## config.mk

```make
export PLATFORM = sky130hd
export DESIGN_NAME = downsampler_2x2_flat
export DESIGN_NICKNAME = d
export VERILOG_FILES = /design/src/rtl/downsampler_2x2_pkg.sv /design/src/rtl/downsampler_2x2_if.sv /design/src/rtl/downsampler_linebuf.sv /design/src/rtl/downsampler_2x2.sv /design/src/flat_wrapper.sv
export SDC_FILE = /design/constraint.sdc
export NUM_CORES = 2
export LEC_CHECK = 0
export CAP_MARGIN = 20
export CORE_MARGIN = 5
export CORE_UTILIZATION = 30
export DETAILED_ROUTE_END_ITERATION = 16
export SLEW_MARGIN = 20
export SYNTH_ARGS = -nofsm -noshare
export SYNTH_HDL_FRONTEND = slang
export SYNTH_SLANG_ARGS = --single-unit
```

## constraint.sdc

```tcl
create_clock -name clock -period 14.3 [get_ports clock]
set_clock_uncertainty 0.05 [all_clocks]
set_input_delay 2.86 -clock clock [delete_from_list [all_inputs] [get_ports clock]]
set_output_delay 2.86 -clock clock [all_outputs]
set_load 0.02 [all_outputs]
```

## src/rtl/downsampler_2x2_pkg.sv

```systemverilog
// Shared defaults for the 2x2 decimation stage of the sampling pyramid.
// OUT_W/OUT_H are also used by the downstream upsampler stage.
package downsampler_2x2_pkg;

    localparam int DEF_DATA_W = 8;
    localparam int DEF_IN_W   = 800;
    localparam int DEF_IN_H   = 600;
    localparam int DEF_CNT_W  = 10;
    localparam int DEF_OUT_W  = DEF_IN_W / 2;
    localparam int DEF_OUT_H  = DEF_IN_H / 2;

endpackage

```

## src/rtl/downsampler_2x2_if.sv

```systemverilog
// Pixel-stream interface: raster input (valid/din) and decimated output with coordinates.
interface downsampler_2x2_if
    import downsampler_2x2_pkg::*;
#(
    parameter int DATA_W = DEF_DATA_W,
    parameter int CNT_W  = DEF_CNT_W
);

    logic              valid;
    logic [DATA_W-1:0] din;
    logic [DATA_W-1:0] dataout;
    logic              validout;
    logic [CNT_W-1:0]  rownum;
    logic [CNT_W-1:0]  colnum;

    modport master (
        output valid, din,
        input  dataout, validout, rownum, colnum
    );

    modport slave (
        input  valid, din,
        output dataout, validout, rownum, colnum
    );

endinterface

```

## src/rtl/downsampler_linebuf.sv

```systemverilog
// Simple dual-port line buffer holding horizontal pair sums of the previous even row.
// Synchronous write, registered read; read data holds until the next read.
module downsampler_linebuf #(
    parameter int DEPTH = 400,
    parameter int WIDTH = 9,
    parameter int AW    = 9
) (
    input  logic             clock,
    input  logic             we,
    input  logic [AW-1:0]    waddr,
    input  logic [WIDTH-1:0] wdata,
    input  logic             re,
    input  logic [AW-1:0]    raddr,
    output logic [WIDTH-1:0] rdata
);

    logic [WIDTH-1:0] mem [DEPTH];
    logic [WIDTH-1:0] rdata_q;

    // NOTE: the array has no reset so it maps onto block RAM; every entry is written on an even row before it is read.
    always_ff @(posedge clock) begin
        if (we) begin
            mem[waddr] <= wdata;
        end
        if (re) begin
            rdata_q <= mem[raddr];
        end
    end

    assign rdata = rdata_q;

endmodule

```

## src/rtl/downsampler_2x2.sv

```systemverilog
// Decimates a raster stream by 2 in each axis; each output is the rounded mean of a 2x2 block.
// Even rows store horizontal pair sums in the line buffer; odd rows combine and emit.
module downsampler_2x2
    import downsampler_2x2_pkg::*;
#(
    parameter int DATA_W = DEF_DATA_W,
    parameter int IN_W   = DEF_IN_W,
    parameter int IN_H   = DEF_IN_H,
    parameter int CNT_W  = DEF_CNT_W
) (
    input logic               clock,
    input logic               reset_n,
    downsampler_2x2_if.slave  px
);

    localparam int OUT_W = IN_W / 2;
    localparam int AW    = (OUT_W > 1) ? $clog2(OUT_W) : 1;

    logic [CNT_W-1:0]  in_col_q, in_col_d;
    logic [CNT_W-1:0]  in_row_q, in_row_d;
    logic [DATA_W:0]   hsum_q, hsum_d;
    logic [DATA_W-1:0] dataout_q, dataout_d;
    logic              validout_q, validout_d;
    logic [CNT_W-1:0]  rownum_q, rownum_d;
    logic [CNT_W-1:0]  colnum_q, colnum_d;

    logic [DATA_W:0]   pair;
    logic [DATA_W:0]   lb_rdata;
    logic [DATA_W+1:0] total;
    logic [AW-1:0]     k;
    logic              col_odd, row_odd, lb_we, lb_re;

    assign col_odd = in_col_q[0];
    assign row_odd = in_row_q[0];
    assign k       = in_col_q[AW:1];
    assign pair    = hsum_q + {1'b0, px.din};
    assign total   = {1'b0, pair} + {1'b0, lb_rdata};

    // The odd-row read is issued on the even beat so the data is ready by the odd beat.
    assign lb_we = px.valid & col_odd & ~row_odd;
    assign lb_re = px.valid & ~col_odd & row_odd;

    downsampler_linebuf #(
        .DEPTH (OUT_W),
        .WIDTH (DATA_W + 1),
        .AW    (AW)
    ) u_linebuf (
        .clock (clock),
        .we    (lb_we),
        .waddr (k),
        .wdata (pair),
        .re    (lb_re),
        .raddr (k),
        .rdata (lb_rdata)
    );

    always_comb begin
        // NOTE: every signal gets a default first so no path leaves it unassigned and infers a latch.
        in_col_d   = in_col_q;
        in_row_d   = in_row_q;
        hsum_d     = hsum_q;
        validout_d = 1'b0;
        dataout_d  = dataout_q;
        rownum_d   = rownum_q;
        colnum_d   = colnum_q;
        if (px.valid) begin
            if (!col_odd) begin
                hsum_d = {1'b0, px.din};
            end else if (row_odd) begin
                validout_d = 1'b1;
                dataout_d  = DATA_W'((total + (DATA_W + 2)'(2)) >> 2);
                rownum_d   = in_row_q >> 1;
                colnum_d   = in_col_q >> 1;
            end
            // Output coordinates above are taken from the pre-wrap counters.
            if (in_col_q == CNT_W'(IN_W - 1)) begin
                in_col_d = '0;
                in_row_d = (in_row_q == CNT_W'(IN_H - 1)) ? '0 : in_row_q + CNT_W'(1);
            end else begin
                in_col_d = in_col_q + CNT_W'(1);
            end
        end
    end

    // NOTE: sequential state uses non-blocking assignments so all registers update from pre-edge values.
    always_ff @(posedge clock or negedge reset_n) begin
        if (!reset_n) begin
            in_col_q   <= '0;
            in_row_q   <= '0;
            hsum_q     <= '0;
            dataout_q  <= '0;
            validout_q <= 1'b0;
            rownum_q   <= '0;
            colnum_q   <= '0;
        end else begin
            in_col_q   <= in_col_d;
            in_row_q   <= in_row_d;
            hsum_q     <= hsum_d;
            dataout_q  <= dataout_d;
            validout_q <= validout_d;
            rownum_q   <= rownum_d;
            colnum_q   <= colnum_d;
        end
    end

    assign px.dataout  = dataout_q;
    assign px.validout = validout_q;
    assign px.rownum   = rownum_q;
    assign px.colnum   = colnum_q;

endmodule

```

## src/flat_wrapper.sv

```systemverilog
// flat-port wrapper written by rule: the top's interface ports become plain ports
module downsampler_2x2_flat import downsampler_2x2_pkg::*;
#(
    parameter int DATA_W = DEF_DATA_W,
    parameter int IN_W   = DEF_IN_W,
    parameter int IN_H   = DEF_IN_H,
    parameter int CNT_W  = DEF_CNT_W
)
  (clock, reset_n, px_valid, px_din, px_dataout, px_validout, px_rownum, px_colnum);
  downsampler_2x2_if #(.DATA_W(DATA_W), .CNT_W(CNT_W)) px_i ();
  input logic clock;
  input logic reset_n;
  input wire logic [$bits(px_i.valid)-1:0] px_valid;
  input wire logic [$bits(px_i.din)-1:0] px_din;
  output wire logic [$bits(px_i.dataout)-1:0] px_dataout;
  output wire logic [$bits(px_i.validout)-1:0] px_validout;
  output wire logic [$bits(px_i.rownum)-1:0] px_rownum;
  output wire logic [$bits(px_i.colnum)-1:0] px_colnum;
  assign px_i.valid = px_valid;
  assign px_i.din = px_din;
  assign px_dataout = px_i.dataout;
  assign px_validout = px_i.validout;
  assign px_rownum = px_i.rownum;
  assign px_colnum = px_i.colnum;
  downsampler_2x2 #(.DATA_W(DATA_W), .IN_W(IN_W), .IN_H(IN_H), .CNT_W(CNT_W)) u_core (.clock(clock), .reset_n(reset_n), .px(px_i));
endmodule
```

**Word-level counts from Yosys, hierarchy flattened**

Memories as Yosys holds them, arrays and structs flattened. A register that Yosys moved wholly into a read port is not among the register bits.
Index checks and enable logic that the tools add are counted.

- Bits in registers: 55
- RAM bits: 3600
- Input bits: 11
- Output and inout bits: 29
- Word-level logic and storage cells: 31
- Memories: 1

Memory list:

| memory | depth | bits a word | rd ports | clocked after Yosys merged registers in | wr ports | line | RTL |
|---|---|---|---|---|---|---|---|
| u_core.u_linebuf.mem | 400 | 9 | 1 | 1 | 1 | downsampler_linebuf.sv:17 | `logic [WIDTH-1:0] mem [DEPTH];` |

- Add/sub/neg operators: 5
- Equality and inequality tests: 2
- Multiplexer cells: 7
- Bitwise operators: 6
- Reduce and logical (&&, ||, !) cells: 3

Operator list:

| kind | count |
|---|---|
| $add 10x1->10 const B | 2 |
| $eq 10x10->1 const B | 2 |
| $mux 10 | 2 |
| $add 10x2->10 const B | 1 |
| $add 9x9->10 | 1 |
| $add 8x8->9 | 1 |
| $mux 1 | 5 |
| $and 1x1->1 | 4 |
| $reduce_and 2->1 | 2 |
| $reduce_and 3->1 | 1 |
| $not 1->1 | 2 |

**Logic depth before layout (Yosys ltp)**

- Depth in word-level cells: 4
- Gate-level depth with buffers: 14
- Mapped depth without buffers: 14

**Modules after synthesis**

Synthesis repeated with hierarchy kept, for this count alone.

- Cell total of the unflattened synthesis: 6711
- Area total of the unflattened synthesis: 142625.5 µm²

Modules (own cells, without submodules):

| module | instances | cells each | area each (µm²) | sequential area each (µm²) |
|---|---|---|---|---|
| downsampler_linebuf | 1 | 6427 | 139593.9 | 108373.9 |
| downsampler_2x2 | 1 | 284 | 3031.7 | 1376.3 |

**Worst setup path before layout**

No wires, ideal clock.

- Path type: input port to flip-flop
- Start: input port px_din[1]
- End: register u_core.dataout_q[7], in the netlist u_core.px.dataout[7]
- Setup time: 0.069 ns
- Arrival: 17.860 ns
- Data required time: 14.181 ns
- Slack: -3.679 ns
- Cell stages on the path: 13
- Buffers on the path: 0
- Cell sequence: ha_1 -> a21o_1 -> a21oi_1 -> xnor2_1 -> ha_1 -> ha_1 -> nor2b_1 -> o21ai_0 -> a21boi_0 -> o21ai_0 -> a21boi_0 -> or4_1 -> nand3_1

- Word-level cells in the longest chain between the ends: 3

RTL lines:

| element | line | RTL |
|---|---|---|
| start: declaration | flat_wrapper.sv:14 | `input wire logic [$bits(px_i.din)-1:0] px_din;` |
| $add 8x8->9 | downsampler_2x2.sv:36 | `assign pair = hsum_q + {1'b0, px.din};` |
| named net u_core.pair[3] | downsampler_2x2.sv:27 | `logic [DATA_W:0] pair;` |
| $add 9x9->10 | downsampler_2x2.sv:37 | `assign total = {1'b0, pair} + {1'b0, lb_rdata};` |
| $add 10x2->10 | downsampler_2x2.sv:71 | `dataout_d = DATA_W'((total + (DATA_W + 2)'(2)) >> 2);` |
| end signal: assignment | downsampler_2x2.sv:99 | `dataout_q <= dataout_d;` |
| end: declaration | downsampler_2x2.sv:22 | `logic [DATA_W-1:0] dataout_q, dataout_d;` |

The timed path passes the listed nets, and every way through them passes these cells.
A chain may end at the register's enable or synchronous reset.

**Worst setup path after layout**

- Start: input port px_din[0]
- End: memory u_core.u_linebuf.mem[256][6], data pin

- Word-level cells in the longest chain between the ends: 1

RTL lines:

| element | line |
|---|---|
| $add 8x8->9 | downsampler_2x2.sv:36 |
| named net u_core.pair[6] | downsampler_2x2.sv:27 |
| end: declaration | downsampler_linebuf.sv:17 |

The timed path passes the listed nets, and every way through them passes these cells.

==> flow_summary.ini <==
[power_and_ir_drop]
total_power_mw = 33.3
irDropWorstVdd_mv = 0.233
powerDensity_nw_per_um2 = 205
p_leak_nw = 49.6

[place]
portBuffers = 37
postPlaceCellArea_um2 = 151000
gp_congestion = 0.897
dp.cells = 12924
dpl.hpwl_um = 258000

[worst_setup_path]
path_delay_family = buffers and inverters
r2r_start = u_core.in_col_q[1]
cp.buffers_inverters = 4
cpPeakStageDelay_ns = 0.75
critical_path.cell_chain = clkdlybuf4s50_1 -> ha_4 -> fa_4 -> a21o_1 -> a21oi_1 -> o21bai_1 -> a21oi_1 -> xnor2_4 -> buf_4 -> buf_4 -> buf_12
setup.worst_path.class = in2reg
cp_data_arrival_time_ns = 7.64
cp-end-kind = flop
cp_slowest_cell = buf_4
cp-start-kind = primary input
r2r_cells = 10
required_ns = 14.84
cp_max_fo = 186
r2r_end = u_core.u_linebuf.rdata[1]
r2r_setup_slack_ns = 7.91

[synthesis]
synth_top_family_by_area = multiplexers
synthFlopType = edfxtp_1
synth_xor_area_share_pct = 0.141
yosys.area_share.simple_pct = 3.07
ys_types = 83
seq_area_frac_synth_pct = 77.0
synth.mux.area_fraction_pct = 14.9
synth-edff-count = 3609
postSynthAreaPerCell_um2 = 20.8
synth_cells = 6846
syn_area_um2 = 142000
ys_ff_latch = 3664
yosysWarnings = 0
synth_adder_area_share_pct = 0.248
async_flop_share_pct = 1.50
synth_compound_area_share_pct = 2.98

[sta]
finalSetupTns_ns = 0
rsz0062_at_grt = no
slew_viol_final = 0
finalSetupViolCount = 0
finalHoldViolations = 0
slew-limit-headroom_pct = 16.5
finalCritPeriodShare_pct = 49.7
max_clock_freq_mhz = 141
final.min_clock_period_ns = 7.10
worst_pin_slew_ns = 1.24

[grt]
grt_pass1_wl_um = 586000
grt_max_degree = 221
grt_overflow = 0
grt.total_usage_pct = 16.7
antenna_found_initial = 24
first_global_vias = 72340

[final_layout]
post-route-cell-area_um2 = 163000
area_growth_syn_to_layout_pct = 14.1
final_cells = 13598
nets = 7093
drive_above_1_share_pct = 22.6
nFillCells = 43457

[worst_hold_path]
min_from = u_core.px.colnum[3]
hold_path_class = reg2reg
hold_path_depth = 2
holdPathEnd = u_core.px.colnum[3]

[run]
max_cap_viol_count = 0

[floorplanning]
die_h_um = 699
die_area_um2 = 489000
initial_core_util_pct = 30.1
rows = 253
io_pins = 40
core_um2 = 474000
fp.dieW_um = 699

[detailed_routing]
num_vias = 74032
drt-initial-drc-count = 10803
ant_nets = 0
routedWlPerCell_um = 31.1
viasPerCell = 5.44
drc = 0
routed_wl_um = 423000
dr.pass1.iters = 7

[clock_tree]
path_clk_slew_ns = 0.06
cts_made_buffers = 373
postCtsSetupBuffers = 0
cts-htree-levels = 5
ctsHoldBuffers = 0
cts_sinks = 3664
cts_tree = done
cts-root-buf = clkbuf_16
clockBufferDepth = 4
clock_latency_ns = 0.96
cts_resized = 0

[status]
status = complete, no violations
cell usage after synthesis (all sizes together) (16+ instances only):
cell / n / area share (%)
a21oi: 76 / 0.27
mux4: 802 / 13
a221oi: 38 / 0.23
ha: 25 / 0.22
buf: 245 / 1.1
nor2b: 16 / 0.070
a22o: 31 / 0.19
mux2: 61 / 0.48
a211oi: 25 / 0.14
nand3: 92 / 0.32
nand2: 196 / 0.53
a31oi: 26 / 0.11
nor3: 39 / 0.14
clkbuf: 171 / 0.45
edfxtp: 3609 / 76
o21ai: 77 / 0.27
a22oi: 176 / 0.93
xnor2: 16 / 0.098
nor2: 487 / 1.3
nand4: 41 / 0.18
dfrtp: 55 / 0.97
o22ai: 63 / 0.28
mux2i: 254 / 1.8
per-stage QoR:
step           hold slack [ns]  setup WS (ns)  util, %
2_1_floorplan            0.424           1.85        -
3_3_place_gp             0.420           6.18     31.8
3_5_place_dp             0.442           6.17     31.8
4_1_cts                  0.455           7.18     34.3
5_1_grt                  0.468           7.00     34.3
6_report                 0.443           7.20     34.3
cells by family after synthesis:
kind of cell | Yosys count
simple gates | 978
mux | 1117
compound gates | 605
buf+inv | 431
flops | 3664
fa+ha+maj | 27
xor+xnor | 23
other cells | 1
per-layer routing:
metal,vias to the layer above,part of all wire [%],track usage [%]
li1,28941,-,-
met1,39648,39,23.1
met2,4686,45,25.1
met3,751,12,4.71
met4,6,4.1,5.88
met5,-,0.0080,0
area by class of cell:
class,instances,area [µm²],share of cell area [%]
sequential,3664,110000,67.5
multi-input combinational,2752,30700,18.9
clock buffer,456,9760,6.00
tap,6247,7820,4.81
timing repair buffer,249,2240,1.38
clock inverter,210,2210,1.36
inverter,15,63.8,0.0392
antenna,5,12.5,0.00769
cells in the final DEF (no fill, tap or decap), types with 91 or more instances in the layout:
cell type  synthesis  layout
buf_4             45     189
nand3_1           92      91
mux2i_1          254     254
clkbuf_16          0     377
nand2_1          188     180
a22oi_1          176     176
edfxtp_1        3609    3609
mux4_2           802     802
nor2_1           487     478
tightest hold or removal path, stage by stage (launching register included):
cell     delay (ns)
dfrtp_1        0.35
nand2_1        0.05
o21ai_0        0.06
power by group:
part           switching [mW]  internal, mW
Sequential              0.127          13.4
Clock                    4.16          5.46
Combinational            7.03          3.13
sequential cells by signal (all words and copies together) (netlist names):
register,flops
u_core.px.dataout,8
u_core.u_linebuf.rdata,9
u_core.px.rownum,9
u_core.px.validout,1
u_core.px.colnum,9
u_core.in_row_q,10
u_core.in_col_q,10
u_core.hsum_q,8
u_core.u_linebuf.mem,3600
worst max-delay path by stage:
stage,depth (start not counted),to,slack (ns),startpoint
floorplan,12,u_core.px.dataout[7],1.85,px_din[2]
global placement,12,u_core.u_linebuf.mem[330][8],6.18,px_din[0]
detailed placement,12,u_core.u_linebuf.mem[201][8],6.17,px_din[0]
CTS,12,u_core.u_linebuf.mem[335][8],7.18,px_din[0]
global route,11,u_core.u_linebuf.mem[333][6],7.00,px_din[0]
finish,11,u_core.u_linebuf.mem[256][6],7.20,px_din[0]
No activity file was read; power rests on OpenSTA's default activity.
